===== config.mk =====
export PLATFORM = sky130hd
export DESIGN_NAME = counter_modn_flat
export DESIGN_NICKNAME = d
export VERILOG_FILES = /design/src/rtl/counter_modn_if.sv /design/src/rtl/counter_modn.sv /design/src/flat_wrapper.sv
export SDC_FILE = /design/constraint.sdc
export NUM_CORES = 1
export LEC_CHECK = 0
export ABC_AREA = 1
export ABC_CLOCK_PERIOD_IN_PS = 3700
export CAP_MARGIN = 20
export CORE_AREA = 2 2 39 41
export CTS_CLUSTER_SIZE = 20
export DETAILED_ROUTE_END_ITERATION = 8
export DIE_AREA = 0 0 41 43
export GPL_TIMING_DRIVEN = 0
export SLEW_MARGIN = 20
export SYNTH_ARGS = -nofsm -noshare
export SYNTH_HDL_FRONTEND = slang
export SYNTH_SLANG_ARGS = --single-unit
export TNS_END_PERCENT = 20

===== constraint.sdc =====
create_clock -name clk -period 3.7 [get_ports clk]
set_input_delay 0.74 -clock clk [delete_from_list [all_inputs] [get_ports clk]]
set_output_delay 0.74 -clock clk [all_outputs]
set_load 0.01 [all_outputs]

===== src/rtl/counter_modn_if.sv =====
// Bus bundle for counter_modn: control inputs toward the counter, count/status back.
interface counter_modn_if #(
    parameter int unsigned WIDTH = 3
) ();
    logic             en;
    logic             up;
    logic             load;
    logic [WIDTH-1:0] din;
    logic             wrap_en;
    logic [WIDTH-1:0] q;
    logic             pgt;
    logic             tc;
    logic             halted;

    // Controller side drives the controls and observes the count.
    modport master (
        output en, up, load, din, wrap_en,
        input  q, pgt, tc, halted
    );

    // Counter side consumes the controls and drives the count.
    modport slave (
        input  en, up, load, din, wrap_en,
        output q, pgt, tc, halted
    );
endinterface


===== src/rtl/counter_modn.sv =====
// Modulo-N up/down counter with synchronous load, wrap or saturate terminal mode,
// a registered carry/borrow pulse (pgt) and a combinational terminal-count flag (tc)
// intended to enable the next digit of a cascade.
module counter_modn #(
    parameter int unsigned MODULUS     = 8,
    parameter int unsigned WIDTH       = 3,
    parameter int unsigned RESET_VALUE = 0
) (
    input logic           clk,
    input logic           clear,
    counter_modn_if.slave bus
);
    localparam logic [WIDTH-1:0] MAX_VAL = WIDTH'(MODULUS - 1);
    localparam logic [WIDTH-1:0] RST_VAL = WIDTH'(RESET_VALUE);

    // Reject parameter sets that would allow an out-of-range count.
    if (MODULUS < 2 || MODULUS > (2 ** WIDTH)) begin : g_bad_modulus
        $error("counter_modn: MODULUS must lie in 2..2**WIDTH");
    end
    if (RESET_VALUE >= MODULUS) begin : g_bad_reset
        $error("counter_modn: RESET_VALUE must be below MODULUS");
    end

    logic [WIDTH-1:0] q_q, q_d;
    logic             pgt_q, pgt_d;
    logic             halted_q, halted_d;
    logic             tc;
    logic             din_ok;

    // Terminal count follows the current direction with no latency.
    assign tc     = bus.up ? (q_q == MAX_VAL) : (q_q == '0);
    // Zero-extend din so a power-of-two MODULUS compares correctly.
    assign din_ok = 32'(bus.din) < MODULUS;

    // Next-state: clear is handled in the flop; here load beats count.
    always_comb begin
        q_d      = q_q;
        pgt_d    = 1'b0;
        halted_d = halted_q;
        if (bus.load) begin
            q_d      = din_ok ? bus.din : MAX_VAL;
            halted_d = 1'b0;
        end else if (bus.en) begin
            if (!tc) begin
                q_d      = bus.up ? q_q + 1'b1 : q_q - 1'b1;
                halted_d = 1'b0;
            end else if (bus.wrap_en) begin
                q_d      = bus.up ? '0 : MAX_VAL;
                pgt_d    = 1'b1;
                halted_d = 1'b0;
            end else if (!halted_q) begin
                // Saturate: park on the terminal value and pulse once only.
                pgt_d    = 1'b1;
                halted_d = 1'b1;
            end
        end
    end

    // State flops; clear acts immediately and also kills any pulse in flight.
    always_ff @(posedge clk or posedge clear) begin
        if (clear) begin
            q_q      <= RST_VAL;
            pgt_q    <= 1'b0;
            halted_q <= 1'b0;
        end else begin
            q_q      <= q_d;
            pgt_q    <= pgt_d;
            halted_q <= halted_d;
        end
    end

    assign bus.q      = q_q;
    assign bus.pgt    = pgt_q;
    assign bus.halted = halted_q;
    assign bus.tc     = tc;
endmodule


===== src/flat_wrapper.sv =====
// flat-port wrapper written by rule: the top's interface ports become plain ports
module counter_modn_flat 
#(
    parameter int unsigned MODULUS     = 8,
    parameter int unsigned WIDTH       = 3,
    parameter int unsigned RESET_VALUE = 0
)
  (clk, clear, bus_en, bus_up, bus_load, bus_din, bus_wrap_en, bus_q, bus_pgt, bus_tc, bus_halted);
  counter_modn_if #(.WIDTH(WIDTH)) bus_i ();
  input logic clk;
  input logic clear;
  input wire logic [$bits(bus_i.en)-1:0] bus_en;
  input wire logic [$bits(bus_i.up)-1:0] bus_up;
  input wire logic [$bits(bus_i.load)-1:0] bus_load;
  input wire logic [$bits(bus_i.din)-1:0] bus_din;
  input wire logic [$bits(bus_i.wrap_en)-1:0] bus_wrap_en;
  output wire logic [$bits(bus_i.q)-1:0] bus_q;
  output wire logic [$bits(bus_i.pgt)-1:0] bus_pgt;
  output wire logic [$bits(bus_i.tc)-1:0] bus_tc;
  output wire logic [$bits(bus_i.halted)-1:0] bus_halted;
  assign bus_i.en = bus_en;
  assign bus_i.up = bus_up;
  assign bus_i.load = bus_load;
  assign bus_i.din = bus_din;
  assign bus_i.wrap_en = bus_wrap_en;
  assign bus_q = bus_i.q;
  assign bus_pgt = bus_i.pgt;
  assign bus_tc = bus_i.tc;
  assign bus_halted = bus_i.halted;
  counter_modn #(.MODULUS(MODULUS), .WIDTH(WIDTH), .RESET_VALUE(RESET_VALUE)) u_core (.clk(clk), .clear(clear), .bus(bus_i));
endmodule

# [After elaboration in Yosys (flattened, before gate mapping)]
# Index checks and enable logic that the tools add are counted.
[word_totals] out_inout_bits=6 word_cells=26 ff_bits=5
[op_classes] n_reduce_logical=3 n_mux=16 addsub=2 n_eq_ne=2
[op_table] op="2-to-1 mux 3 bit" n=6
[op_table] op="2-to-1 mux 1 bit" n=10
[op_table] op="adder 3 x 1 -> 3 bit, second input constant" n=1
[op_table] op="equality test 3 bit, second input constant" n=1
[op_table] op="logical NOT 3 bit" n=1
[op_table] op="inequality test 3 bit, second input constant" n=1
[op_table] op="subtractor 3 x 1 -> 3 bit, second input constant" n=1
[op_table] op="AND reduction 2 bit" n=1
[op_table] op="nonzero test 2 bit" n=1

# [Depth between registers and ports, before layout]
# Gate-level depths: netlist (run 1).
[logic_depth] ltp_word=5 ltp_mapped=9 ltp_nobuf=9

# [Worst setup path before layout (run 1)]
# No wires, ideal clock.
[synth_timing] path_kind="input -> output" start="input bus_up" end="output bus_tc" path_slack_ns=1.942 arrival_ns=1.018 stages=3 t_required_ns=2.960 path_cell_list="nor2_1 -> nand2_1 -> nand2_2"
[synth_between] elab_chain_len=1
[synth_lines] item="from (decl)" line="flat_wrapper.sv:13" text="input wire logic [$bits(bus_i.up)-1:0] bus_up;"
[synth_lines] item="2-to-1 mux 1 bit" line="counter_modn.sv:31" text="assign tc = bus.up ? (q_q == MAX_VAL) : (q_q == '0);"
[synth_lines] item="to (decl)" line="flat_wrapper.sv:19" text="output wire logic [$bits(bus_i.tc)-1:0] bus_tc;"
# Every way passes these cells.

# [Final worst setup path (run 1)]
# Same ends and word-level chain as after synthesis.

==> out/qor.txt, run 1 <==
Status - complete, no violations
Combinational power share - 39.2%
Mean Syn Cell Area - 6.574 um2
Crit Path Max Fanout - 3
Max-slew violations - 0
Peak VDD IR - 0.0002337 V
Endpoints failing setup - 0
Die height - 43 um
Cell Area, Placed - 521.8 um2
Filler Cell Count - 150
CTS Root Cell - clkbuf_4
DR vias - 373
CTS Buffer Depth - 2
Worst Clk Skew - 3.681 ps
Die area - 0.001763 mm2
Pin count of the biggest net entering global routing - 7
Yosys cell types - 14
CTS resizes - 0
Initial Util - 26.13%
Register area share after synthesis - 34.60%
Syn nets - 65
Cts bufs inserted - 3
Crit-path leading delay family - buffers and inverters
CP Launch Type - input port
Ys Warns - 0
CTS Sinks - 5
Worst hold path type - flop to flop
CP Cell Sequence - clkdlybuf4s50_1 > nand2_2 > clkinv_2 > nand2_2 > nand2_2 > clkdlybuf4s50_1
Synth top area cells - dfrtp_1, nand2_1, inv_1, nor2_1, nand2_2
Core region area - 0.001384 mm2
Switching share of power - 33.68%
Die Width - 41 um
Synth area leader - dfrtp_1
Drc violations - 0
Nets@finish - 84
Routed length per instance - 8.607 um
Post-Layout Cell Count - 89
Reg power frac - 33.7%
Max Cap Violations - 0
Layout area overhead - 51.56%
R2R depth - 7
CTS tree - built
Post-Syn Instances - 55
Cts hold-fix bufs - 0
Vias per cell - 4.191
CP max stage cell - clkdlybuf4s50_1
Final instance area - 548.0 um2
Flops & latches, synth - 5
Setup Total Neg Slack - 0 ps
Hold path depth - 2
CP Capture Type - primary output
DRT Pass-1 Iters - 2
Static leakage - 0.0002827 uW
Htree depth - 1
Kind of critical path - input port to primary output
Postcts setup bufs - 0
Worst-Skew Late Latency - 240 ps
Share of layout cells above drive strength 1 - 15.07%
Power Density - 411.9 mW/mm2
CP required - 2960 ps
Top-area cell type share of the netlist area - 34.60%
Vias in the first global route - 327
Min cycle time layout - 2813 ps
Largest stage delay on the critical path - 530 ps
Initial DRC count - 5
Clk slew on worst S/H paths - 40 ps
Buffers added on ports - 14
Most frequent CP cell - nand2_2
HPWL Detailed - 637.6 um
GPL Wtd Cong - 0.7236
# rows - 14
Switch Pwr - 76.04 uW
GRT Util Overall - 11.17%
Initial antenna violation count - 0
Worst Path Buf+Inv - 3
Mapped Area - 361.6 um2
Worst-Margin Slew - 234.2 ps
Fmax - 0.3555 GHz
I/O pin cnt - 15
First-pass GRT wire length - 1290 um
Total Wirelength - 766 um
Final hold viol count - 0
Stages on worst setup path - 6
Power Internal - 149.7 uW
Placed Cells incl. Taps - 85
ANT cells - 0
Fin crit share - 76.03%
Antenna Nets Post-Route - 0
Slew HR - 84.39%
Critical path arrival - 2070 ps
Gr ovfl total - 0
Commonest non-fill, non-tap cell in the layout - nand2_1
Clk pwr share - 27.1%
Most frequent cells in the layout - nand2_1, clkdlybuf4s50_1, inv_1, nor2_1, dfrtp_1
RSZ-0062 raised after global routing - no
==> path summary, 6_finish.rpt <==
check / slack [ps] / startpoint / endpoint
max: 890 / bus_up / bus_tc
min: 560 / u_core.bus.halted / u_core.bus.halted
max reg2reg: 2320 / u_core.bus.q[0] / u_core.bus.q[2]
min reg2reg: 560 / u_core.bus.halted / u_core.bus.halted
max in group asynchronous: 2840 / clear / u_core.bus.q[0]
min in group asynchronous: 690 / clear / u_core.bus.pgt
==> cell type report <==
cell class | instances | area [um2] | area share, %
tap | 16 | 20.02 | 3.653
inverter | 11 | 42.54 | 7.763
multi-input combinational | 39 | 193.9 | 35.39
sequential | 5 | 125.1 | 22.83
clock buffer | 4 | 26.28 | 4.795
timing repair buffer | 14 | 140.1 | 25.57
==> metrics by stage <==
stage               power, uW  utilization (%)  hold slack (ps)  worst slack, ps
CTS                     231.6            39.60            565.7            878.1
finish                  225.8            39.60            561.4            887.0
detailed placement      167.2            37.70            559.3            883.7
global route            251.4            39.60            590.9            823.1
floorplan               125.4                -            518.5             1942
global placement        165.7            37.70            562.3            885.8
==> routing by layer <==
| metal | track usage (%) | wire length, um |
|---|---|---|
| met5 | 0 | 0 |
| met4 | 4.000 | 0 |
| met3 | 6.283 | 25 |
| met2 | 17.81 | 385 |
| met1 | 11.65 | 355 |
==> sequential cells by signal (all words and copies together) (netlist names) <==
signal / flops
u_core.bus.halted: 1
u_core.bus.q: 3
u_core.bus.pgt: 1
==> kinds of logic after synthesis <==
family / share of synthesized area (%)
simple gates: 39.44
buf+inv: 11.76
compound gates: 8.651
flops: 34.60
fa+ha+maj: 5.537
==> power by group through the flow <==
stage,logic (uW),registers [uW],clock network [uW]
3_5_place_dp,90.3,76.9,0
6_report,88.5,76.1,61.1
5_1_grt,103,77.0,71.5
4_1_cts,90.6,76.2,64.8
2_1_floorplan,46.4,78.9,0
3_3_place_gp,88.5,77.3,0
==> worst register-to-register path, stage by stage, from the launching register on <==
cell	delay, ps
dfrtp_1	450
fa_1	470
nand3_1	100
nand2_1	60
nand2_1	50
nand2_1	50
nand2_1	70
nand2_1	40
==> synthesized netlist by cell type <==
master / n
nor2_1: 8
nand3_1: 1
a21oi_2: 1
o211ai_1: 1
fa_1: 1
inv_1: 9
a21oi_1: 2
nand2_2: 4
dfrtp_1: 5
nand2_4: 1
clkinv_2: 1
o21ai_0: 1
nand2_1: 19
inv_2: 1
Power figures use the tool's default switching activity.
==> inputs of run 2 (changes only) <==
--- a/config.mk
+++ b/config.mk
@@ -6,7 +6,7 @@
 export NUM_CORES = 1
 export LEC_CHECK = 0
 export ABC_AREA = 1
-export ABC_CLOCK_PERIOD_IN_PS = 3700
+export ABC_CLOCK_PERIOD_IN_PS = 2700
 export CAP_MARGIN = 20
 export CORE_AREA = 2 2 39 41
 export CTS_CLUSTER_SIZE = 20
==> constraint.sdc (replaced) <==
create_clock -name clk -period 2.7 [get_ports clk]
set_input_delay 0.54 -clock clk [delete_from_list [all_inputs] [get_ports clk]]
set_output_delay 0.54 -clock clk [all_outputs]
set_load 0.01 [all_outputs]
==> results of run 2 <==
Same layout as run 1 (identical final DEF). Status: complete, no violations.
Among the figures that moved: setup slack after placement 883.7 ps -> 283.7 ps; setup slack after layout 887.0 ps -> 287.0 ps; hold slack 561.4 ps -> 491.9 ps; register-to-register setup slack 2320 ps -> 1320 ps; total power 225.8 uW -> 309.4 uW; worst IR drop on VDD 0.0002337 V -> 0.0003203 V
==> inputs of run 3 (changes only) <==
--- a/config.mk
+++ b/config.mk
@@ -6,10 +6,10 @@
 export NUM_CORES = 1
 export LEC_CHECK = 0
 export ABC_AREA = 1
-export ABC_CLOCK_PERIOD_IN_PS = 2700
+export ABC_CLOCK_PERIOD_IN_PS = 2100
 export CAP_MARGIN = 20
 export CORE_AREA = 2 2 39 41
-export CTS_CLUSTER_SIZE = 20
+export CTS_CLUSTER_SIZE = 12
 export DETAILED_ROUTE_END_ITERATION = 8
 export DIE_AREA = 0 0 41 43
 export GPL_TIMING_DRIVEN = 0
==> constraint.sdc (replaced) <==
create_clock -name clk -period 2.1 [get_ports clk]
set_input_delay 0.42 -clock clk [delete_from_list [all_inputs] [get_ports clk]]
set_output_delay 0.42 -clock clk [all_outputs]
set_load 0.01 [all_outputs]
==> run 3 against run 2 <==
Sequential share of layout area grew 0.052 points. Via count unchanged. Register-to-register slack got worse by 600 ps. Flip-flop and latch count unchanged. Die area is the same. Power rose by 28%. Hold slack got worse by 120 ps. First-iteration DRC count increased by 60%. Critical endpoint unchanged.
==> out/qor.txt, run 3 (synthesized netlist as in run 1, its figures left out) <==
Status - complete, no violations (unchanged)
Final instance area - 546.8 um2 (was 548.0 um2)
Fmax - 0.5251 GHz
CP Cell Sequence - clkdlybuf4s50_1 > nand2_2 > clkinv_2 > nand2_2 > nand2_2 > dlygate4sd2_1 (was clkdlybuf4s50_1 > nand2_2 > clkinv_2 > nand2_2 > nand2_2 > clkdlybuf4s50_1)
Final worst slack - 195.7 ps (was 287.0 ps)
Switch Pwr - 133.9 uW (was 104.2 uW)
Power Density - 723.0 mW/mm2 (was 564.5 mW/mm2)
Share of layout cells above drive strength 1 - 15.07% (unchanged)
First-pass GRT wire length - 1290 um (unchanged)
CP Capture Type - primary output (unchanged)
GPL Wtd Cong - 0.7236 (unchanged)
Nets@finish - 84 (unchanged)
Switching share of power - 33.86% (was 33.68%)
Pre-CTS WS - -76.28 ps (was 283.7 ps)
RSZ-0062 raised after global routing - no (unchanged)
Crit-path leading delay family - buffers and inverters (unchanged)
Drc violations - 0 (unchanged)
Commonest non-fill, non-tap cell in the layout - nand2_1 (unchanged)
Vias per cell - 4.191 (unchanged)
Final core utilization - 39.51% (was 39.60%)
Endpoints failing setup - 0 (unchanged)
Max-slew violations - 0 (unchanged)
Buffers added on ports - 14 (unchanged)
Initial DRC count - 8 (was 5)
Initial Util - 26.13% (unchanged)
Slew HR - 84.39% (unchanged)
CP required - 1680 ps (was 2160 ps)
Most frequent cells in the layout - nand2_1, clkdlybuf4s50_1, inv_1, nor2_1, dfrtp_1 (unchanged)
Clk pwr share - 27.2% (was 27.1%)
Pin count of the biggest net entering global routing - 7 (unchanged)
GRT Util Overall - 11.17% (unchanged)
CTS tree - built (unchanged)
Power Internal - 261.5 uW (was 205.2 uW)
Postcts setup bufs - 0 (unchanged)
Filler Cell Count - 150 (unchanged)
Die area - 0.001763 mm2 (unchanged)
Worst Path Buf+Inv - 3 (unchanged)
Max Cap Violations - 0 (unchanged)
Critical path arrival - 1480 ps (was 1870 ps)
DRT Pass-1 Iters - 2 (unchanged)
Reg area - 125.1 um2 (unchanged)
Kind of critical path - input port to primary output (unchanged)
# rows - 14 (unchanged)
CTS Sinks - 5 (unchanged)
Worst hold path type - input port to asynchronous set/reset pin (unchanged)
Crit Path Max Fanout - 3 (unchanged)
Core region area - 0.001384 mm2 (unchanged)
CP max stage cell - clkdlybuf4s50_1 (unchanged)
Worst Clk Skew - 3.681 ps (unchanged)
Htree depth - 1 (unchanged)
Cts bufs inserted - 3 (unchanged)
Die Width - 41 um (unchanged)
Initial antenna violation count - 0 (unchanged)
Peak VDD IR - 0.0004118 V (was 0.0003203 V)
Combinational power share - 38.8% (was 39.2%)
Most frequent CP cell - nand2_2 (unchanged)
Largest stage delay on the critical path - 520 ps (was 530 ps)
CTS Buffer Depth - 2 (unchanged)
Cell Area, Placed - 521.8 um2 (unchanged)
Antenna Nets Post-Route - 0 (unchanged)
Fin crit share - 90.68%
Hold Slack - 371.9 ps (was 491.9 ps)
Static leakage - 0.0002867 uW (was 0.0002827 uW)
Largest register FFs - 3 (unchanged)
Routed length per instance - 8.618 um (was 8.607 um)
Die height - 43 um (unchanged)
Gr ovfl total - 0 (unchanged)
Layout area overhead - 51.21% (was 51.56%)
Total Wirelength - 767 um (was 766 um)
Reg power frac - 33.9% (was 33.7%)
ANT cells - 0 (unchanged)
CTS Root Cell - clkbuf_4 (unchanged)
CP Launch Type - input port (unchanged)
Worst-Margin Slew - 234.2 ps (unchanged)
Vias in the first global route - 327 (unchanged)
Min cycle time layout - 1904 ps
DR vias - 373 (unchanged)
Clk slew on worst S/H paths - 40 ps (about the same)
Worst-Skew Late Latency - 240 ps (about the same)
Final hold viol count - 0 (unchanged)
Area of the multi-input gates - 193.9 um2 (unchanged)
HPWL Detailed - 637.6 um (unchanged)
I/O pin cnt - 15 (unchanged)
## run 3: changes by cell type in the layout (fill, tap and decap cells not counted)
| cell | delta |
|---|---|
| dlygate4sd2_1 | +1 |
| clkdlybuf4s50_1 | -1 |
## run 3: power by group through the flow
stage                     combinational [uW]  sequential [uW]  clock [uW]
after detailed placement                 159              136           0
after floorplan                         81.8              139           0
final                                    154              134         108
after CTS                                157              134         114
after global placement                   156              136           0
after global routing                     179              136         126
## run 3: through the flow
step                std cells  setup TNS (ps)  power [uW]
floorplan                  55               0       220.9
global placement           85          -74.19       292.0
detailed placement         85          -76.28       294.7
CTS                        89               0       405.6
global route               89               0       440.4
finish                     89               0       395.3
## run 3: area by class of cell
| class | instances | share of cell area, % |
|---|---|---|
| inverter | 11 | 7.780 |
| clock buffer | 4 | 4.805 |
| sequential | 5 | 22.88 |
| timing repair buffer | 14 | 25.40 |
| multi-input combinational | 39 | 35.47 |
| tap | 16 | 3.661 |
## run 3: path summary, 6_finish.rpt
path / start / endpoint / slack (ps) / depth (start not counted)
worst min register to register: u_core.bus.halted / u_core.bus.halted / 560 / 2
worst max register to register: u_core.bus.q[0] / u_core.bus.q[2] / 720 / 7
max in group asynchronous: clear / u_core.bus.q[0] / 1560 / 2
worst min-delay path: clear / u_core.bus.pgt / 370 / 2
worst max-delay path: bus_up / bus_tc / 200 / 6
min in group clk: u_core.bus.halted / u_core.bus.halted / 560 / 2
## run 3: per-layer routing
layer	share of wire (%)	global-route usage (%)	wire length, um	up-vias
met2	50	17.81	385	8
met4	0	4.000	0	0
li1	-	-	-	197
met5	0	0	0	-
met1	46	11.65	355	168
met3	3.3	6.283	25	0
## run 3: what timing repair did
action	4_1_cts	5_1_grt
hold buffers	0	0
setup endpoints to repair	1	0
resized for setup	1	0
endpoints found under the hold margin	0	0
## run 3: worst reg2reg max path, cell delays in order, from the launching register on
cell     delay [ps]
dfrtp_1         450
fa_1            470
nand3_1         100
nand2_1          60
nand2_1          50
nand2_1          50
nand2_1          70
nand2_1          40
